File: config.mk
export PLATFORM = sky130hd
export DESIGN_NAME = irq_sched_27ch
export DESIGN_NICKNAME = d
export VERILOG_FILES = /design/src/rtl/irq_sched_pkg.sv /design/src/rtl/irq_prio_resolve.sv /design/src/rtl/irq_sched_27ch.sv
export SDC_FILE = /design/constraint.sdc
export NUM_CORES = 1
export LEC_CHECK = 0
export BUFFER_PORTS_ARGS = -buffer_cell sky130_fd_sc_hd__buf_4
export CAP_MARGIN = 20
export CORE_UTILIZATION = 50
export CTS_CLUSTER_DIAMETER = 50
export DETAILED_ROUTE_END_ITERATION = 7
export HOLD_SLACK_MARGIN = 0.05
export PLACE_DENSITY = 0.73
export SLEW_MARGIN = 0
export SYNTH_ARGS = -nofsm -noshare
export SYNTH_HDL_FRONTEND = slang
export SYNTH_HIERARCHICAL = 1
export SYNTH_SLANG_ARGS = --single-unit
File: constraint.sdc
create_clock -name clk -period 2.3 [get_ports clk]
set_input_delay 0.115 -clock clk [delete_from_list [all_inputs] [get_ports clk]]
set_output_delay 0.115 -clock clk [all_outputs]
set_load 0.02 [all_outputs]
File: src/rtl/irq_sched_pkg.sv
// Shared types and sizes for the 27-source interrupt scheduler.
// Contents: bus/channel geometry, bus and FSM state enums, offered-vector payload.
package irq_sched_pkg;

    localparam int unsigned NCH   = 9;   // channels per bus
    localparam int unsigned NBUS  = 3;   // buses, A highest priority
    localparam int unsigned CH_W  = 4;   // channel index width
    localparam int unsigned BUS_W = 2;   // bus index width

    typedef enum logic [BUS_W-1:0] {
        BUS_A = 2'd0,
        BUS_B = 2'd1,
        BUS_C = 2'd2
    } bus_e;

    typedef enum logic [1:0] {
        IDLE    = 2'd0,
        RESOLVE = 2'd1,
        OFFER   = 2'd2,
        SERVICE = 2'd3
    } state_e;

    // One bit per (bus, channel); index [0] is bus A.
    typedef logic [NBUS-1:0][NCH-1:0] chmap_t;

endpackage

File: src/rtl/irq_prio_resolve.sv
// Fixed-priority winner selection across the three buses (combinational).
// Ports:
//   i_elig     eligible sources, [bus][channel]
//   o_any_c    at least one source eligible
//   o_bus_c    winning bus (A beats B beats C)
//   o_chan_c   winning channel (lowest index within the bus)
module irq_prio_resolve
    import irq_sched_pkg::*;
(
    input  chmap_t          i_elig,
    output logic            o_any_c,
    output bus_e            o_bus_c,
    output logic [CH_W-1:0] o_chan_c
);

    // Scan from lowest to highest priority so the last hit is the winner.
    always_comb begin
        o_any_c  = 1'b0;
        o_bus_c  = BUS_A;
        o_chan_c = '0;
        for (int b = NBUS - 1; b >= 0; b--) begin
            for (int c = NCH - 1; c >= 0; c--) begin
                if (i_elig[b][c]) begin
                    o_any_c  = 1'b1;
                    o_bus_c  = bus_e'(BUS_W'(b));
                    o_chan_c = CH_W'(c);
                end
            end
        end
    end

endmodule

File: src/rtl/irq_sched_27ch.sv
// Interrupt scheduler: captures request edges from three 9-channel buses,
// arbitrates by fixed priority and offers one vector at a time to the CPU,
// holding off further offers until end-of-interrupt.
// Ports:
//   clk, rst_n             clock, synchronous active-low reset
//   req_a/req_b/req_c      raw request levels per bus
//   chan_en                per-channel enable shared by all buses
//   irq_valid/irq_ready    vector offer handshake
//   irq_bus/irq_chan       offered vector
//   eoi                    end-of-interrupt pulse
//   busy_any               per-bus OR of enabled pending bits
//   lost, lost_clr         sticky per-bus overrun flags and their clear
module irq_sched_27ch
    import irq_sched_pkg::*;
(
    input  logic             clk,
    input  logic             rst_n,
    input  logic [NCH-1:0]   req_a,
    input  logic [NCH-1:0]   req_b,
    input  logic [NCH-1:0]   req_c,
    input  logic [NCH-1:0]   chan_en,
    output logic             irq_valid,
    input  logic             irq_ready,
    output logic [BUS_W-1:0] irq_bus,
    output logic [CH_W-1:0]  irq_chan,
    input  logic             eoi,
    output logic [NBUS-1:0]  busy_any,
    output logic [NBUS-1:0]  lost,
    input  logic             lost_clr
);

    chmap_t          w_req;
    chmap_t          w_edge;
    chmap_t          w_elig;
    chmap_t          w_grant_mask;
    chmap_t          w_pend_nxt;
    chmap_t          r_req_prev;
    chmap_t          r_pend;
    logic            r_hist_vld;

    state_e          r_state;
    state_e          w_state_nxt;
    logic            w_load_vec;
    logic            w_valid_nxt;
    logic            w_grant;

    logic            r_valid;
    bus_e            r_bus;
    logic [CH_W-1:0] r_chan;
    logic [NBUS-1:0] r_busy;
    logic [NBUS-1:0] r_lost;
    logic [NBUS-1:0] w_busy_nxt;
    logic [NBUS-1:0] w_lost_set;

    logic            w_any;
    bus_e            w_win_bus;
    logic [CH_W-1:0] w_win_chan;

    assign w_req = {req_c, req_b, req_a};

    // The first cycle after reset only samples history, so levels already high
    // when reset releases are not mistaken for fresh edges.
    assign w_edge = w_req & ~r_req_prev & {(NBUS * NCH){r_hist_vld}};

    // Eligibility, grant clear, pending update, overrun detection.
    always_comb begin
        w_elig       = '0;
        w_grant_mask = '0;
        w_busy_nxt   = '0;
        w_lost_set   = '0;
        for (int b = 0; b < NBUS; b++) begin
            w_elig[b]     = r_pend[b] & chan_en;
            w_busy_nxt[b] = |w_elig[b];
            for (int c = 0; c < NCH; c++) begin
                w_grant_mask[b][c] = w_grant
                                   && (r_bus == bus_e'(BUS_W'(b)))
                                   && (r_chan == CH_W'(c));
            end
            // An edge coinciding with its own grant re-arms the bit, not an overrun.
            w_lost_set[b] = |(w_edge[b] & r_pend[b] & ~w_grant_mask[b]);
        end
        w_pend_nxt = (r_pend & ~w_grant_mask) | w_edge;
    end

    irq_prio_resolve u_resolve (
        .i_elig   (w_elig),
        .o_any_c  (w_any),
        .o_bus_c  (w_win_bus),
        .o_chan_c (w_win_chan)
    );

    // Next-state and registered-output control.
    always_comb begin
        w_state_nxt = r_state;
        w_load_vec  = 1'b0;
        w_valid_nxt = r_valid;
        w_grant     = 1'b0;
        case (r_state)
            IDLE: begin
                if (w_any) begin
                    w_state_nxt = RESOLVE;
                end
            end
            RESOLVE: begin
                // Re-resolve here so a dropped enable cancels the offer.
                if (w_any) begin
                    w_state_nxt = OFFER;
                    w_load_vec  = 1'b1;
                    w_valid_nxt = 1'b1;
                end else begin
                    w_state_nxt = IDLE;
                end
            end
            OFFER: begin
                if (irq_ready) begin
                    w_grant     = 1'b1;
                    w_valid_nxt = 1'b0;
                    w_state_nxt = SERVICE;
                end
            end
            SERVICE: begin
                if (eoi) begin
                    w_state_nxt = IDLE;
                end
            end
            default: begin
                w_state_nxt = IDLE;
                w_valid_nxt = 1'b0;
            end
        endcase
    end

    // State register.
    always_ff @(posedge clk) begin
        if (!rst_n) begin
            r_state <= IDLE;
        end else begin
            r_state <= w_state_nxt;
        end
    end

    // Datapath registers.
    always_ff @(posedge clk) begin
        if (!rst_n) begin
            r_req_prev <= '0;
            r_hist_vld <= 1'b0;
            r_pend     <= '0;
            r_busy     <= '0;
            r_lost     <= '0;
            r_valid    <= 1'b0;
            r_bus      <= BUS_A;
            r_chan     <= '0;
        end else begin
            r_req_prev <= w_req;
            r_hist_vld <= 1'b1;
            r_pend     <= w_pend_nxt;
            r_busy     <= w_busy_nxt;
            r_lost     <= lost_clr ? '0 : (r_lost | w_lost_set);
            r_valid    <= w_valid_nxt;
            if (w_load_vec) begin
                r_bus  <= w_win_bus;
                r_chan <= w_win_chan;
            end
        end
    end

    assign irq_valid = r_valid;
    assign irq_bus   = r_bus;
    assign irq_chan  = r_chan;
    assign busy_any  = r_busy;
    assign lost      = r_lost;

endmodule

======== After elaboration in Yosys (flattened, before gate mapping) ========
Index checks and enable logic that the tools add are counted.
word-level totals
  register bits ........................... 70
  output and inout bits ................... 13
  logic and storage cells ................. 187
operators by class
  eq/ne operators ......................... 17
  muxes and demuxes ....................... 94
  bitwise operators ....................... 20
  reduce and logical (&&, ||, !) cells .... 43
operator list
  cell                                                   count
  two-way mux 4 bit                                      27
  AND 27 bit                                             3
  AND 9 bit                                              9
  two-way mux 2 bit                                      31
  inverter 27 bit                                        2
  OR reduction 9 bit                                     6
  two-way mux 1 bit                                      34
  logical AND 1 bit                                      30
  inverter 9 bit                                         3
  OR 27 bit                                              1
  equality test 4 x 3 -> 1 bit, second input constant    4
  equality test 4 x 2 -> 1 bit, second input constant    2
  case mux 2 bit (4 select lines)                        1
  equality test 2 bit, second input constant             3
  AND reduction 3 bit                                    2
  equality test 2 x 1 -> 1 bit, second input constant    2
  equality test 4 x 1 -> 1 bit, second input constant    1
  equality test 4 bit, second input constant             1
  logical NOT 2 bit                                      2
  logical NOT 4 bit                                      1
  inequality test 2 x 1 -> 1 bit, second input constant  2
  inequality test 2 bit, second input constant           2
  OR 3 bit                                               1
  case mux 1 bit (2 select lines)                        1
  3 further kinds                                        3

======== Longest topological paths before layout ========
Gate-level depths: netlist of the first run.
  depth in word-level cells ............... 30
  depth in mapped cells ................... 9
  mapped depth without buffers ............ 8

======== Modules after synthesis ========
The synthesis of the first run kept the hierarchy.
modules (own cells, without submodules)
  module            instances  cells an instance  area each (µm²)
  irq_sched_27ch    1          311                2,935.3
  irq_prio_resolve  1          63                 351.6

======== Least setup slack after synthesis of the first run ========
OpenSTA, ideal clock, no wires.
  path kind ............................... reg-to-reg
  from .................................... register r_bus[0] (netlist: irq_bus[0])
  to ...................................... register r_lost[2] (netlist: lost[2])
  arrival ................................. 1,888 ps
  required time ........................... 2,175 ps
  slack ................................... 287 ps
  stages on the path, launching flop included .. 8
  path buffers ............................ 2
  clock period less this slack ............ 2,013 ps
  cells stage by stage .................... dfxtp_1 > nand2b_1 > buf_6 > or4b_4 > buf_6 > o21ai_1 > o2111ai_1 > o41a_1
between the ends
  longest elaborated chain between the ends .. 7
  elaborated cells between the ends (all ways) .. 15
  those cells by class .................... 1 x eq/ne; 3 x bitwise; 11 x reduce/logical
ends and longest elaborated chain
  item                      line                   source
  start: declaration        irq_sched_27ch.sv:48   bus_e r_bus;
  start signal: assignment  irq_sched_27ch.sv:161  r_bus <= w_win_bus;
  equality test 2 bit (*)   irq_sched_27ch.sv:76   && (r_bus == bus_e'(BUS_W'(b)))
  logical AND 1 bit (*)     irq_sched_27ch.sv:76
  logical AND 1 bit         irq_sched_27ch.sv:77   && (r_chan == CH_W'(c));
  inverter 9 bit (*)        irq_sched_27ch.sv:80   w_lost_set[b] = |(w_edge[b] & r_pend[b] & ~w_grant_mask[b]);
  AND 9 bit (*)             irq_sched_27ch.sv:80
  OR reduction 9 bit (*)    irq_sched_27ch.sv:80
  OR 3 bit (*)              irq_sched_27ch.sv:158  r_lost <= lost_clr ? '0 : (r_lost | w_lost_set);
  end signal: assignment    irq_sched_27ch.sv:158
  end: declaration          irq_sched_27ch.sv:51   logic [NBUS-1:0] r_lost;
Mark *: on every way between the ends. The rest lies on a longest branch, timed or not.
A chain may end at the register's enable or synchronous reset.

======== Final worst setup path of the first run ========
  from .................................... register r_chan[1] (netlist: irq_chan[1])
  to ...................................... register r_lost[1] (netlist: lost[1])
between the ends
  longest elaborated chain between the ends .. 6
  elaborated cells between the ends (all ways) .. 22
  those cells by class .................... 8 x eq/ne; 3 x bitwise; 11 x reduce/logical
ends and longest elaborated chain
  item                                                        line                   source
  start: declaration                                          irq_sched_27ch.sv:49   logic [CH_W-1:0] r_chan;
  start signal: assignment                                    irq_sched_27ch.sv:162  r_chan <= w_win_chan;
  equality test 4 x 1 -> 1 bit, or another cell as far along  irq_sched_27ch.sv:77
  logical AND 1 bit                                           irq_sched_27ch.sv:77
  inverter 9 bit (*)                                          irq_sched_27ch.sv:80
  AND 9 bit (*)                                               irq_sched_27ch.sv:80
  OR reduction 9 bit (*)                                      irq_sched_27ch.sv:80
  OR 3 bit (*)                                                irq_sched_27ch.sv:158
Marks and branches as above.

==> out/qor.txt, run 1 <==
# nets final: 494
Worst-path fanout max: 11
Post-DP HPWL: 6220 um
Synth Area per Inst: 8.79 sq um
Syn Inst Count: 374
Die Y: 83.1 um
Worst rel slew slack: 0.718
CTS tree: built
Clock share of power: 0.353
Drt wl/cell: 16.5 um
Synthesis Warnings: 6
Setup CP Type: reg2reg
Worst-path clk slew: 0.08 ns
Synth Register Bits: 70
Rows: 29
First-pass GRT wire length: 14,600 um
Seq/Total Area, Yosys: 0.426
TritonCTS Buffers: 9
Largest net degree at the start of global routing: 37
Initial DRC Count: 242
CTS HTree Levels: 3
Startpoint Class: flip-flop
CTS max path bufs: 2
Slowest Stage Delay on Critical Path: 0.72 ns
Peak supply drop: 0.450 mV
Core ar.: 6350 sq um
Number of global-route vias before repair: 2,977
Setup Buffers After CTS: 0
Leak: 1.70 nW
Slew @ Worst Pin: 0.421 ns
Fmax: 459 MHz
Port bufs: 53
Vias: 3,118
TritonCTS Sinks: 70
Slew Viols, Final: 0
CP arrival: 2.39 ns
Root Buffer: clkbuf_8
Worst Skew: 0.0112 ns
Crit-path slowest cell: or4b_2
Post-placement cell area: 3740 sq um
GR Util All Layers: 0.265
CP top delay family: simple AND/OR/NAND/NOR gates
Final setup violation count: 0
Synth unique cells: 44
Initial antenna violation count: 0
Gr ovfl total: 0
Cts repair resizes: 0
Mapped cell area: 3290 sq um
Status: complete, no violations
Kind of end point of the critical path: flip-flop
DRC violation count after routing: 0
Clk_lat worst skew: 0.33 ns
Hold Path Class: in2reg
Critical path, cell by cell: or4b_2, o31ai_1, o22ai_1, nor3_1, a31oi_1
Reg power frac: 0.449
Die Wd: 83.1 um
Logic pwr share: 0.197
Gp weighted congestion: 0.953
Power per cell area: 723 nW/um^2
Setup slack, reg-to-reg: 0.12 ns
Pint: 2.21 mW
Final ANT Viol Nets: 0
Boundary pin count: 54
Setup ws final: 0.123 ns
Die area: 6900 sq um
Setup TNS: 0 ns
Post-DR vias/cell: 5.83
Final wirelength: 8810 um
Sw power: 0.847 mW
Post-route design area: 4230 sq um
Period utilization: 0.946
Initial Util: 0.518
RSZ-0062 raised after global routing: false
Required @ worst endpoint: 2.51 ns
Net Sw Frac: 0.277
Antenna Cells: 0
Drt pass-1 iters: 6
Final number of hold-violating endpoints: 0
# hold bufs at CTS: 27
Synth-to-Final Area Change: 28.7%
Setup slack at placement: 0.188 ns
Max-cap violations: 0
Syn Nets: 415
Share of cells above drive strength 1: 0.199
CP bufs+invs: 0
Period minus WS final: 2.18 ns
## per-stage QoR
step | power [mW] | hold slack [ns] | util | cells
floorplan | 1.76 | 0.143 | - | 374
global placement | 1.95 | 0.327 | 0.589 | 492
detailed placement | 1.96 | 0.332 | 0.589 | 492
CTS | 3.05 | 0.0624 | 0.666 | 535
global route | 3.19 | 0.0672 | 0.666 | 535
finish | 3.06 | 0.0626 | 0.666 | 535
## worst min-delay path, stage by stage
cell,delay [ns]
buf_4,0.08
nand2_1,0.04
nand2_1,0.06
a21oi_1,0.06
## cells in the final DEF (no fill, tap or decap), types with 2 or more instances in the layout
master,count
a21boi_0,2
a21oi_1,34
a31oi_1,5
and2_1,54
buf_4,55
clkbuf_8,13
dfxtp_1,70
dlygate4sd3_1,27
inv_1,12
mux2i_1,7
nand2_1,9
nand2b_1,4
nand3_1,3
nand3b_1,26
nor2_1,35
nor3_1,8
nor3b_1,4
nor4_1,2
nor4_2,4
o2111ai_1,3
o21ai_0,11
o21ai_1,2
o22ai_1,7
o31ai_1,21
o41a_1,4
or2_2,7
or4_1,4
or4b_2,4
or4bb_1,3
## area by class of cell
class	count	area, sq um
clock buffer	14	183
timing repair buffer	83	703
sequential	70	1400
multi-input combinational	276	1760
tap	77	96.3
fill	519	2120
inverter	13	48.8
clock inverter	2	37.5
## power by group through the flow
stage | Sequential, mW | Clock, mW | Combinational [mW]
floorplan | 1.40 | 0 | 0.361
global placement | 1.39 | 0 | 0.553
detailed placement | 1.40 | 0 | 0.557
CTS | 1.37 | 1.08 | 0.597
global route | 1.38 | 1.15 | 0.659
finish | 1.37 | 1.08 | 0.603
## metal layers
layer / wire (um) / track usage
met1: 3930 / 0.358
met2: 4120 / 0.420
met3: 548 / 0.0437
met4: 213 / 0.111
met5: 0 / 0
## cells by family (layout without fill, tap and decap cells)
family	count (synthesis)	after routing	synth area share
AO/OA/AOI/OAI	98	98	0.193
buffers and inverters	28	112	0.0377
flip-flops	70	70	0.426
multiplexers	7	7	0.0213
AND/OR/NAND/NOR	171	171	0.321
## state kept, by name, indices dropped and copies added (netlist names), named ones only
register	flops
irq_valid	1
irq_bus	2
r_hist_vld	1
r_pend	27
lost	3
r_state	1
r_req_prev	27
busy_any	3
irq_chan	4
## synth_stat cells, drive strengths merged
master	number	area, sq um
nand2	9	33.8
a221o	1	10.0
o21a	1	7.51
nand3	3	15.0
nand4b	1	8.76
clkbuf	9	33.8
a31oi	5	31.3
a21oi	34	170
o41ai	1	16.3
nor3	8	40.0
o21bai	1	7.51
o211ai	1	7.51
a21o	1	7.51
or2	7	43.8
a21boi	2	15.0
o2111ai	3	26.3
or4bb	3	33.8
dfxtp	70	1400
nand2b	4	25.0
o22ai	7	43.8
o311ai	1	8.76
nor3b	4	30.0
nor4	6	62.6
mux2i	7	70.1
or4	4	30.0
nand3b	26	195
o21ai	14	73.8
o41a	4	45.0
and2	54	338
buf	6	41.3
clkinv	1	3.75
o31ai	21	158
or4b	5	53.8
a22oi	1	7.51
nor2	36	138
inv	12	45.0
or3b	1	8.76
## path summary, 6_finish.rpt
check	startpoint	endpoint	depth (start not counted)
hold reg to reg	r_pend[22]	r_pend[22]	2
setup / recovery	irq_chan[1]	lost[1]	5
setup reg to reg	irq_chan[1]	lost[1]	5
hold / removal	eoi	flip-flop	4
(Power assumes the default switching activity.)
==> run 2, diff against run 1 <==
==> constraint.sdc (replaced) <==
create_clock -name clk -period 2.6 [get_ports clk]
set_input_delay 0.13 -clock clk [delete_from_list [all_inputs] [get_ports clk]]
set_output_delay 0.13 -clock clk [all_outputs]
set_load 0.02 [all_outputs]
==> run 2 against run 1 <==
Effect of this change:
- core utilization down 0.57 points
- sequential power down 12%
- worst hold slack better by 0.0085 ns
- non-clock buffer count unchanged
- register-to-register slack better by 0.34 ns
- worst setup slack better by 0.34 ns
- via count down 2.9%
- count of clock-buffer cells in the layout down 5
- power down 14%
- first-iteration DRC count down 19%
- critical path depth unchanged
- flip-flop and latch count unchanged
==> out/qor.txt, run 2 (synthesized netlist as in run 1, its figures left out) <==
CTS HTree Levels: 3 (unchanged)
Gr ovfl total: 0 (unchanged)
Cts repair resizes: 0 (unchanged)
Root Buffer: clkbuf_8
Synth-to-Final Area Change: 27.6%
DRC violation count after routing: 0 (unchanged)
TritonCTS Buffers: 9 (unchanged)
Worst Skew: 0.00642 ns (-0.00476 ns)
Rows: 29 (unchanged)
Initial Util: 0.518 (unchanged)
Fmax: 468 MHz (+1.9%)
Setup ws final: 0.464 ns (+0.340 ns)
Period minus WS final: 2.14 ns (-0.0403 ns)
Setup slack, reg-to-reg: 0.46 ns (+0.34 ns)
Post-DR vias/cell: 5.66 (-2.9%)
Die Wd: 83.1 um (unchanged)
CP arrival: 2.37 ns (-0.02 ns)
Post-route design area: 4200 sq um (-0.86%)
Number of global-route vias before repair: 2,812 (-5.5%)
Core ar.: 6350 sq um (unchanged)
Multi-input gate area: 1760 sq um (unchanged)
Boundary pin count: 54 (unchanged)
# nets final: 494 (unchanged)
Reg2reg end: lost[1]
Final wirelength: 8540 um (-3.1%)
Commonest cells after routing, fill and taps aside: dfxtp_1, buf_4, and2_1
Worst reg2reg startpoint: irq_chan[1]
First-pass GRT wire length: 13,800 um (-5.7%)
R2R cell count: 5 (unchanged)
Die Y: 83.1 um (unchanged)
Setup TNS: 0 ns (unchanged)
Commonest non-fill, non-tap cell in the layout: dfxtp_1
Post-layout util: 0.661 (-0.00571)
Gp weighted congestion: 0.981 (+3.0%)
Period utilization: 0.822 (-0.125)
Crit path from: irq_chan[1]
Hold Path Class: in2reg
Max-cap violations: 0 (unchanged)
RSZ-0062 raised after global routing: false
Antenna Cells: 0 (unchanged)
CTS tree: built
Initial antenna violation count: 0 (unchanged)
WHS Path Cells: 4 (unchanged)
Vias: 3,027 (-2.9%)
Final ANT Viol Nets: 0 (unchanged)
Hold path start: eoi
Final number of hold-violating endpoints: 0 (unchanged)
Drt pass-1 iters: 4 (-2)
Leak: 1.68 nW (-1.0%)
Min Hold Slack: 0.0710 ns (+0.00849 ns)
TritonCTS Sinks: 70 (unchanged)
Peak supply drop: 0.489 mV (+8.7%)
Worst-path clk slew: 0.08 ns (about the same)
Die area: 6900 sq um (unchanged)
Setup slack at placement: 0.526 ns (+0.338 ns)
Largest net degree at the start of global routing: 37 (unchanged)
Setup CP Type: reg2reg
Kind of end point of the critical path: flip-flop
Worst rel slew slack: 0.719 (+0.000988)
GR Util All Layers: 0.256 (-0.00878)
Post-placement cell area: 3730 sq um (-0.33%)
FF/Latch Area: 1400 sq um (unchanged)
Initial DRC Count: 197 (-19%)
Worst-path fanout max: 11 (unchanged)
Drt wl/cell: 16.0 um (-3.1%)
CTS max path bufs: 2 (unchanged)
Startpoint Class: flip-flop
Required @ worst endpoint: 2.83 ns (+0.32 ns)
Slew Viols, Final: 0 (unchanged)
Share of cells above drive strength 1: 0.201 (+0.00218)
Power per cell area: 627 nW/um^2 (-13%)
Post-DP HPWL: 6030 um (-3.0%)
Status: complete, no violations
Port bufs: 53 (unchanged)
Fillers: 540 (+4.0%)
Slew @ Worst Pin: 0.421 ns (-0.000209 ns)
Final setup violation count: 0 (unchanged)
Clk_lat worst skew: 0.35 ns (+0.02 ns)
## run 2: worst max path at each step
stage / to / slack [ns] / cells past startpoint
floorplan: lost[2] / 0.59 / 7
CTS: lost[1] / 0.52 / 5
detailed placement: lost[1] / 0.53 / 5
global placement: lost[1] / 0.55 / 5
global route: irq_chan[3] / 0.37 / 8
finish: lost[1] / 0.46 / 5
## run 2: routing by layer
layer	vias to the layer above	track usage	part of all wire
li1	1514	-	-
met1	1409	0.340	0.46
met2	88	0.410	0.46
met3	16	0.0467	0.052
met4	0	0.107	0.019
met5	-	0	0
## run 2: stage by stage
| stage | power (mW) | cells |
|---|---|---|
| 3_5_place_dp | 1.72 | 492 |
| 6_report | 2.63 | 535 |
| 2_1_floorplan | 1.56 | 374 |
| 5_1_grt | 2.74 | 535 |
| 4_1_cts | 2.63 | 535 |
| 3_3_place_gp | 1.72 | 492 |
## run 2: what timing repair did
item / CTS / global route
endpoints found under the hold margin: 27 / 0
setup buffers: 0 / 0
hold buffers: 27 / 0
## run 2: worst max-delay path, stage by stage (launching register included)
cell and delay (ns):
dfxtp_1 0.49, or4b_2 0.73, o31ai_1 0.41, o22ai_1 0.11
nor3_1 0.18, a31oi_1 0.10
## run 2: layout make-up
| type | count | area share |
|---|---|---|
| multi-input combinational | 276 | 0.420 |
| inverter | 13 | 0.0116 |
| timing repair buffer | 83 | 0.165 |
| clock inverter | 7 | 0.0173 |
| sequential | 70 | 0.334 |
| tap | 77 | 0.0230 |
| clock buffer | 9 | 0.0295 |
## run 2: report_power, final
part	internal [mW]	switching (mW)	total, mW
Combinational	0.253	0.274	0.527
Sequential	1.15	0.0612	1.21
Clock	0.446	0.446	0.892
Total	1.85	0.781	2.63
==> run 3, diff against run 2 <==
==> constraint.sdc (replaced) <==
create_clock -name clk -period 2.2 [get_ports clk]
set_input_delay 0.11 -clock clk [delete_from_list [all_inputs] [get_ports clk]]
set_output_delay 0.11 -clock clk [all_outputs]
set_load 0.02 [all_outputs]
==> run 3 against run 2 <==
Effect of this change:
- via count up 1.4%
- worst hold slack worse by 0.0054 ns
- combinational power up 26%
- non-clock buffer count up 3
- maximum frequency up 1.8%
- clock skew up 0.0016 ns
- critical path depth unchanged
- wire length about the same
- design area up 0.12%
- worst setup slack worse by 0.36 ns
- sequential power up 18%
- register-to-register slack worse by 0.36 ns
- critical endpoint is now lost[0]
==> out/qor.txt, run 3 (synthesized netlist as in run 1, its figures left out) <==
Period minus WS final: 2.10 ns (-0.0377 ns)
Share of cells above drive strength 1: 0.200 (-0.000438)
Root Buffer: clkbuf_8
CTS tree: built
Worst Skew: 0.00806 ns (+0.00164 ns)
Setup slack, reg-to-reg: 0.10 ns (-0.36 ns)
Hold path start: eoi
Worst-path clk slew: 0.08 ns (about the same)
Slew @ Worst Pin: 0.396 ns (-0.0248 ns)
Antenna Cells: 0 (unchanged)
Min Hold Slack: 0.0656 ns (-0.00544 ns)
Gr ovfl total: 0 (unchanged)
Setup TNS: 0 ns (unchanged)
Clock share of power: 0.294 (-0.045)
Status: complete, no violations
Fmax: 477 MHz (+1.8%)
Final wirelength: 8540 um (about the same)
Initial DRC Count: 294 (+49%)
TritonCTS Sinks: 70 (unchanged)
Die Wd: 83.1 um (unchanged)
Rows: 29 (unchanged)
Largest net degree at the start of global routing: 37 (unchanged)
Drt pass-1 iters: 5 (+1)
Worst-path fanout max: 11 (unchanged)
CTS HTree Levels: 3 (unchanged)
WHS Path Cells: 4 (unchanged)
Reg2reg end: lost[0]
Final setup violation count: 0 (unchanged)
# nets final: 497 (+0.61%)
Synth-to-Final Area Change: 27.8%
Kind of end point of the critical path: flip-flop
Startpoint Class: flip-flop
Max-cap violations: 0 (unchanged)
Period utilization: 0.954 (+0.132)
Net Sw Frac: 0.297 (+0.000557)
Core ar.: 6350 sq um (unchanged)
Setup CP Type: reg2reg
Reg power frac: 0.483 (+0.022)
RSZ-0062 raised after global routing: false
R2R cell count: 5 (unchanged)
Final number of hold-violating endpoints: 0 (unchanged)
First-pass GRT wire length: 14,000 um (+1.4%)
Initial antenna violation count: 0 (unchanged)
Pint: 2.08 mW (+13%)
Boundary pin count: 54 (unchanged)
Worst rel slew slack: 0.734 (+0.0143)
Required @ worst endpoint: 2.43 ns (-0.40 ns)
TritonCTS Buffers: 9 (unchanged)
Die area: 6900 sq um (unchanged)
Initial Util: 0.518 (unchanged)
Fillers: 523 (-3.1%)
Commonest non-fill, non-tap cell in the layout: dfxtp_1
Post-layout util: 0.661 (+0.000788)
Die Y: 83.1 um (unchanged)
Number of global-route vias before repair: 2,857 (+1.6%)
Final ANT Viol Nets: 0 (unchanged)
GR Util All Layers: 0.258 (+0.00160)
Drt wl/cell: 15.9 um (-0.17%)
Post-DP HPWL: 6160 um (+2.2%)
Port bufs: 53 (unchanged)
Worst reg2reg startpoint: irq_chan[1]
Power per cell area: 705 nW/um^2 (+12%)
Multi-input gate area: 1760 sq um (unchanged)
Post-DR vias/cell: 5.73 (+1.2%)
Vias: 3,069 (+1.4%)
DRC violation count after routing: 0 (unchanged)
Slew Viols, Final: 0 (unchanged)
Leak: 1.69 nW (+0.37%)
Power after layout: 2.96 mW (+13%)
Commonest cells after routing, fill and taps aside: dfxtp_1, buf_4, and2_1
FF/Latch Area: 1400 sq um (unchanged)
Hold Path Class: in2reg
Gp weighted congestion: 0.977 (-0.42%)
Logic pwr share: 0.224 (+0.024)
Peak supply drop: 0.478 mV (-2.3%)
Clk_lat worst skew: 0.34 ns (about the same)
Sw power: 0.881 mW (+13%)
CTS max path bufs: 2 (unchanged)
CP arrival: 2.33 ns (-0.04 ns)
## run 3: critical path, cell delays in order (launching register included)
cell and delay (ns):
dfxtp_1 0.50, or4b_2 0.71, o31ai_1 0.37, o22ai_1 0.13, nor2_1 0.17, a31oi_1 0.10
## run 3: layout make-up
type | instances | share of cell area
clock buffer | 10 | 0.0304
sequential | 70 | 0.334
inverter | 13 | 0.0116
tap | 77 | 0.0229
clock inverter | 4 | 0.00626
timing repair buffer | 86 | 0.176
multi-input combinational | 276 | 0.419
## run 3: what timing repair did
action	in CTS	in global routing
hold buffers	27	0
setup buffers	0	1
setup endpoints to repair	0	2
endpoints found under the hold margin	30	0
gates resized for setup	0	1
## run 3: worst max path at each step
stage / from / cells past startpoint / end
after floorplan: irq_bus[0] / 7 / lost[2]
after global placement: irq_chan[1] / 5 / lost[1]
after detailed placement: irq_chan[1] / 5 / lost[0]
after CTS: irq_chan[1] / 5 / lost[0]
after global routing: irq_chan[1] / 5 / lost[1]
final: irq_chan[1] / 5 / lost[0]
## run 3: power by group through the flow
stage / Sequential (mW) / Combinational [mW] / Clock, mW
detailed placement: 1.45 / 0.597 / 0
floorplan: 1.46 / 0.377 / 0
CTS: 1.43 / 0.638 / 0.878
finish: 1.43 / 0.663 / 0.870
global route: 1.44 / 0.723 / 0.939
global placement: 1.45 / 0.593 / 0
## run 3: metrics by stage
step           instances  instance area, sq um  worst slack, ns
2_1_floorplan        374                  3290            0.187
3_3_place_gp         494                  3760            0.150
3_5_place_dp         494                  3760            0.128
4_1_cts              535                  4180            0.113
5_1_grt              536                  4200          0.00126
6_report             536                  4200            0.101
## run 3: per-layer routing
layer / wire, um / global-route usage / vias up
li1: - / - / 1513
met1: 3980 / 0.353 / 1412
met2: 3800 / 0.394 / 126
met3: 561 / 0.0477 / 18
met4: 199 / 0.119 / 0
met5: 0 / 0 / -
